## config.mk

```make
export PLATFORM = sky130hd
export DESIGN_NAME = vend_change_payout
export DESIGN_NICKNAME = d
export VERILOG_FILES = /design/src/rtl/vend_change_payout.sv
export SDC_FILE = /design/constraint.sdc
export NUM_CORES = 1
export LEC_CHECK = 0
export ABC_AREA = 1
export BUFFER_PORTS_ARGS = -buffer_cell sky130_fd_sc_hd__buf_4
export CORE_ASPECT_RATIO = 1.4
export CORE_UTILIZATION = 45
export CTS_CLUSTER_SIZE = 8
export DETAILED_ROUTE_END_ITERATION = 10
export PLACE_DENSITY = 0.7
export SETUP_SLACK_MARGIN = 0.02
export SYNTH_ARGS = -nofsm -noshare
export SYNTH_HDL_FRONTEND = slang
export SYNTH_SLANG_ARGS = --single-unit
```

## constraint.sdc

```tcl
create_clock -name clk -period 1.3 [get_ports clk]
set_input_delay 0.13 -clock clk [delete_from_list [all_inputs] [get_ports clk]]
set_output_delay 0.13 -clock clk [all_outputs]
set_load 0.01 [all_outputs]
```

## src/rtl/vend_change_payout.sv

```systemverilog
// vend_change_payout: pays change through 10 Rs / 5 Rs hoppers; optional per-denomination tally via PAYOUT_TALLY_EN
module vend_change_payout #(
  parameter int AMT_W   = 4,
  parameter int TIMEOUT = 16
) (
  input  logic             clk,
  input  logic             rst,
  input  logic             req,
  input  logic [AMT_W-1:0] amount,
  input  logic             clr,
  input  logic             hop10_ack,
  input  logic             hop5_ack,
  input  logic             hop10_empty,
  input  logic             hop5_empty,
  output logic             eject10,
  output logic             eject5,
  output logic             busy,
  output logic             done,
  output logic             err,
  output logic [AMT_W-1:0] remaining
`ifdef PAYOUT_TALLY_EN
  ,
  output logic [15:0]      tally10,
  output logic [15:0]      tally5
`endif
);
  localparam int TW = (TIMEOUT > 2) ? $clog2(TIMEOUT) : 1;
  typedef enum logic [2:0] {IDLE, SELECT, EJ10, EJ5, WAIT10, WAIT5, DONE, FAULT} state_t;
  state_t state;
  logic [TW-1:0] timer;
  wire expired = timer == TW'(TIMEOUT - 1);
  // single FSM; outputs are assigned on the transition into each state so they are registered Moore outputs
  always_ff @(posedge clk) begin
    if (rst) begin
      state     <= IDLE;
      eject10   <= 1'b0;
      eject5    <= 1'b0;
      busy      <= 1'b0;
      done      <= 1'b0;
      err       <= 1'b0;
      remaining <= '0;
      timer     <= '0;
`ifdef PAYOUT_TALLY_EN
      tally10   <= '0;
      tally5    <= '0;
`endif
    end else begin
      eject10 <= 1'b0;
      eject5  <= 1'b0;
      done    <= 1'b0;
      case (state)
        IDLE: if (req) begin
          remaining <= amount;
          busy      <= 1'b1;
          state     <= SELECT;
        end
        SELECT: if (remaining == '0) begin
          done  <= 1'b1;
          busy  <= 1'b0;
          state <= DONE;
        end else if (remaining >= AMT_W'(2) && !hop10_empty) begin
          eject10 <= 1'b1;
          state   <= EJ10;
        end else if (!hop5_empty) begin
          eject5 <= 1'b1;
          state  <= EJ5;
        end else begin
          err   <= 1'b1;
          busy  <= 1'b0;
          state <= FAULT;
        end
        EJ10: begin
          timer <= '0;
          state <= WAIT10;
        end
        EJ5: begin
          timer <= '0;
          state <= WAIT5;
        end
        WAIT10: if (hop10_ack) begin
          remaining <= remaining - AMT_W'(2);
          state     <= SELECT;
`ifdef PAYOUT_TALLY_EN
          tally10   <= tally10 + {15'd0, tally10 != 16'hFFFF};
`endif
        end else if (expired) begin
          err   <= 1'b1;
          busy  <= 1'b0;
          state <= FAULT;
        end else timer <= timer + 1'b1;
        WAIT5: if (hop5_ack) begin
          remaining <= remaining - AMT_W'(1);
          state     <= SELECT;
`ifdef PAYOUT_TALLY_EN
          tally5    <= tally5 + {15'd0, tally5 != 16'hFFFF};
`endif
        end else if (expired) begin
          err   <= 1'b1;
          busy  <= 1'b0;
          state <= FAULT;
        end else timer <= timer + 1'b1;
        DONE: state <= IDLE;
        FAULT: if (clr) begin
          err       <= 1'b0;
          remaining <= '0;
          state     <= IDLE;
        end
        default: state <= IDLE;
      endcase
    end
  end
endmodule

```

After elaboration in Yosys (flattened, before gate mapping)

Index checks and enable logic that the tools add are counted.

Add/subtract/negate cells: 3
Magnitude comparators: 1
Equal/unequal tests: 19
Mux-type cells: 37
Bitwise operators: 1
Reductions and logical operators: 17

Operator list:

| cell                  | number |
|---|---|
| $mux W4               | 7 |
| $mux W3               | 8 |
| $pmux W3 S8           | 1 |
| $ne A2 B2 Y1 const B  | 9 |
| $mux W1               | 17 |
| $pmux W4 S4           | 1 |
| $eq A3 B3 Y1 const B  | 4 |
| $pmux W4 S3           | 1 |
| $reduce_bool A4 Y1    | 3 |
| $pmux W1 S4           | 2 |
| $reduce_and A7 Y1     | 1 |
| $eq A3 B2 Y1 const B  | 2 |
| $ne A3 B3 Y1 const B  | 2 |
| $reduce_and A6 Y1     | 1 |
| $reduce_and A5 Y1     | 1 |
| $add A4 B1 Y4 const B | 1 |
| $eq A4 B4 Y1 const B  | 1 |
| $ge A4 B2 Y1 const B  | 1 |
| $logic_not A4 Y1      | 1 |
| $reduce_or A2 Y1      | 2 |
| $reduce_or A4 Y1      | 1 |
| $sub A4 B1 Y4 const B | 1 |
| $sub A4 B2 Y4 const B | 1 |
| $eq A3 B1 Y1 const B  | 1 |
| 8 further kinds       | 8 |

Register bits after elaboration: 16
Input port bits: 12
Output and inout bits: 9
Word-level logic and storage cells: 86

Longest topological paths before layout

Depth after elaboration: 5
Mapped depth: 11

Least setup slack after synthesis

OpenSTA, ideal clock, no wires.

Path type: register to register
Start: register remaining[1]
End: register remaining[3]
Library setup time: 0.119 ns
Arrival: 1.275 ns
Path slack: -0.095 ns
Stages on the path, launching flop included: 8
Buffers on the path: 0
Cell sequence: dfxtp_1 inv_1 ha_1 or2_2 nand4_1 nand3_1 nand2_1 a21oi_1

Word-level cells in the longest chain between the ends: 3

Ends and longest elaborated chain:

| what                                                  | line   | text |
|---|---|---|
| start: declaration                                    | 20     | `output logic [AMT_W-1:0] remaining` |
| start signal: assignment                              | 53     | `remaining <= amount;` |
| start signal: assignment                              | 81     | `remaining <= remaining - AMT_W'(2);` |
| start signal: assignment                              | 92     | `remaining <= remaining - AMT_W'(1);` |
| $sub A4 B1 Y4 / $sub A4 B2 Y4 (equally long branches) | 92, 81 |  |
| $mux W4 (on tied branches)                            | 91, 80 |  |
| $pmux W4 S4 *                                         | 51     | `case (state)` |

Mark *: on every way between the ends. The rest lies on a longest branch, timed or not. The select of a mux whose other input is x is not followed.
A chain may end at the register's enable or synchronous reset.

Worst setup path after layout

Start: register remaining[0]
End: register state[2]

Word-level cells in the longest chain between the ends: 5

Ends and longest elaborated chain:

| what                   | line | text |
|---|---|---|
| $ge A4 B2 Y1           | 61   | `end else if (remaining >= AMT_W'(2) && !hop10_empty) begin` |
| $logic_and A1 B1 Y1    | 61   |  |
| $mux W3                | 61   |  |
| $mux W3 *              | 57   | `SELECT: if (remaining == '0) begin` |
| $pmux W3 S8 *          | 51   |  |
| end signal: assignment | 55   | `state <= SELECT;` |
| end signal: assignment | 60   | `state <= DONE;` |
| end signal: assignment | 63   | `state <= EJ10;` |
| end: declaration       | 29   | `state_t state;` |

Mark *: on every way between the ends. The rest lies on a longest branch, timed or not.

==> impl_metrics.json <==
{
  "p_per_area_mw_per_mm2": 2410,
  "areaGrowthSynthToFinish_pct": 57.0,
  "cp.required_ps": 1550,
  "crit_path_start_kind": "register",
  "fin_ws_ps": -23.9,
  "dp_hpwl_mm": 2.36,
  "clk_pin_slew_ps": 100,
  "violations": "negative setup slack",
  "rsz0062_at_grt": "yes",
  "yosys_warnings": 0,
  "synth-xor-area-share_pct": 1.65,
  "ff2ff_setup_slack_ps": -20,
  "ys_seq_elements": 16,
  "place_inst": 230,
  "cts_hold_buf": 0,
  "setup-violations-final": 1,
  "synthMuxAreaShare_pct": 0,
  "dr.pass1.iters": 4,
  "finalSetupTns_ps": -23.9,
  "num_antenna_cells": 0,
  "coreArea_sq_mm": 0.00220,
  "clk_latency_ps": 300,
  "synth_top_area_share_pct": 30.2,
  "vias": 1304,
  "cts_tree": "built",
  "syn_nets": 184,
  "drive_above_1_share_pct": 47.4,
  "first_global_vias": 1186,
  "final_cells": 237,
  "max_cap_viol_count": 0,
  "row_count": 20,
  "htreeDepth": 1,
  "yosysSeqAreaShare_pct": 30.2,
  "synth_compound_area_share_pct": 12.1,
  "die_x_um": 43.1,
  "hp-class": "in2reg",
  "fin_crit_sh_pct": 102,
  "min_period_ps": 1320,
  "clkSinkCount": 16,
  "grtUsageTotal_pct": 26.3,
  "antenna_found_initial": 0,
  "final_cell_area_sq_mm": 0.00167,
  "grt_pass1_wl_mm": 5.00,
  "cts-root-buf": "clkbuf_4",
  "nets": 235,
  "wire_per_inst_um": 13.9,
  "routabilityCongestion": 0.915,
  "status": "finished, violations left",
  "dieArea_sq_mm": 0.00256,
  "place_area_sq_mm": 0.00141,
  "grt.overflow.total": 0,
  "yosys.area_share.adder_pct": 7.07,
  "finalHoldViolCount": 0,
  "drt_iter0_drc": 41,
  "grt_max_degree": 9,
  "yosysUniqueCellTypes": 22,
  "slew_viol_final": 0,
  "dieHeight_um": 59.5,
  "synth_top_family_by_area": "simple AND/OR/NAND/NOR gates",
  "vias_per_cell": 5.50,
  "synth.avg_cell_area_sq_um": 6.40,
  "max_slew_margin_pct": 81.1,
  "wl_mm": 3.29,
  "drc_errors": 0,
  "p_leak_nw": 0.817,
  "syn-cell-area_sq_mm": 0.00106,
  "synthTopCellsByArea": "dfxtp_1, nand2_1, nand3_1, nor2_1, ha_1",
  "cp.arrival_ps": 1570,
  "end_kind": "register",
  "initial_core_util_pct": 48.2,
  "numCtsBuffers": 3,
  "cts_max_path_buffers": 2,
  "fmax_ghz": 0.755,
  "yosysTopAreaCell": "dfxtp_1",
  "ir_drop_uv": 1500,
  "ioPinCount": 21,
  "finalClockSkew_ps": 1.39,
  "crit_fanout": 4,
  "worstMarginPinSlew_ps": 281,
  "synthCells": 166,
  "synthSimpleGateAreaFrac_pct": 41.7,
  "final_antenna_net_count": 0,
  "critical_path_class": "reg2reg",
  "portBuffers": 20
}
==> registers in the layout (all words and copies together) (netlist names) <==
signal / flops
timer: 4
state: 3
eject10: 1
remaining: 4
done: 1
busy: 1
eject5: 1
err: 1
==> power breakdown <==
| group | internal [mW] | leakage (nW) | switching, mW |
|---|---|---|---|
| clock | 0.108 | 0.0138 | 0.168 |
| combinational | 1.30 | 0.668 | 1.52 |
| sequential | 0.701 | 0.136 | 0.226 |
| total | 2.11 | 0.817 | 1.91 |
==> stage by stage <==
step           setup slack [ps]  power, mW  hold slack, ps  utilization, %
2_1_floorplan             -31.3       2.10             199               -
3_3_place_gp               -112       2.97             315            64.1
3_5_place_dp               -143       3.04             318            64.1
4_1_cts                  -0.740       3.65            7.56            70.1
5_1_grt                   -97.7       4.30            16.3            75.7
6_report                  -23.9       4.02            12.7            75.7
==> final timing paths <==
check | startpoint | end | cells past startpoint
setup reg to reg | remaining[0] | state[2] | 11
setup / recovery | remaining[0] | state[2] | 11
hold / removal | hop5_empty | eject5 | 2
hold reg to reg | timer[3] | timer[3] | 2
==> worst max-delay path, stage by stage, from the launching register on <==
cell     delay [ps]
dfxtp_2         350
inv_2            50
ha_4            150
nor2_2           80
nand2_1          70
nand2_2         120
nand2_2          90
nand2_1         100
nand2_1         100
nand3_2          70
nand2_1          50
inv_1            50
==> metal layers <==
metal | up-vias | global-route usage (%) | routed length, um
li1 | 650 | - | -
met1 | 597 | 24.3 | 1220
met2 | 43 | 53.7 | 1850
met3 | 14 | 2.44 | 115
met4 | 0 | 15.2 | 116
met5 | - | 0 | 0
==> synth_stat cells <==
cell      count
a21oi_1      11
a22oi_1       1
buf_2         2
dfxtp_1      16
ha_1          6
inv_1        17
inv_2         1
nand2_1      38
nand2_2       2
nand3_1      21
nand3b_1      4
nand4_1       3
nor2_1       23
nor2_2        3
nor3_1        1
nor3_2        1
nor3b_1       1
o211ai_1      1
o21ai_0      10
o21ai_2       1
or2_2         1
xor2_1        2
==> cells by family (layout without fill, tap and decap cells) <==
family                     after synthesis  count (layout)
AOI/OAI and AO/OA                       24              24
buffers and inverters                   20              69
xor gates and xnor gates                 2               2
DFF                                     16              16
and+or+nand+nor                         98              98
adders and majority gates                6               6
==> final cells by class <==
| type | count | area [sq um] |
|---|---|---|
| Clock buffer | 3 | 22.5 |
| Timing Repair Buffer | 48 | 368 |
| Fill cell | 175 | 534 |
| Inverter | 18 | 72.6 |
| Sequential cell | 16 | 343 |
| Tap cell | 22 | 27.5 |
| Multi-Input combinational cell | 130 | 835 |
==> placed cells by master (no fill, tap or decap), types with 2 or more instances in the layout <==
master / instances
o21ai_1: 4
nand3_1: 12
a21oi_1: 10
nor2_4: 3
nand3_2: 9
buf_6: 2
nand3b_1: 4
nand2_4: 3
inv_1: 13
o21ai_0: 5
o21ai_2: 2
nor2_2: 6
dfxtp_2: 3
dfxtp_4: 5
dfxtp_1: 8
xor2_1: 2
ha_4: 4
nor2_1: 17
nand4_1: 3
nand2_1: 30
buf_4: 46
clkbuf_4: 3
nand2_2: 7
inv_2: 3
inv_4: 2
==> repair_timing <==
item | 4_1_cts | 5_1_grt
pin swaps | 13 | 21
setup buffers | 4 | 0
resized for setup | 27 | 34
endpoints found under the setup margin | 13 | 14
gates cloned | 0 | 0
(Power assumes the default switching activity.)
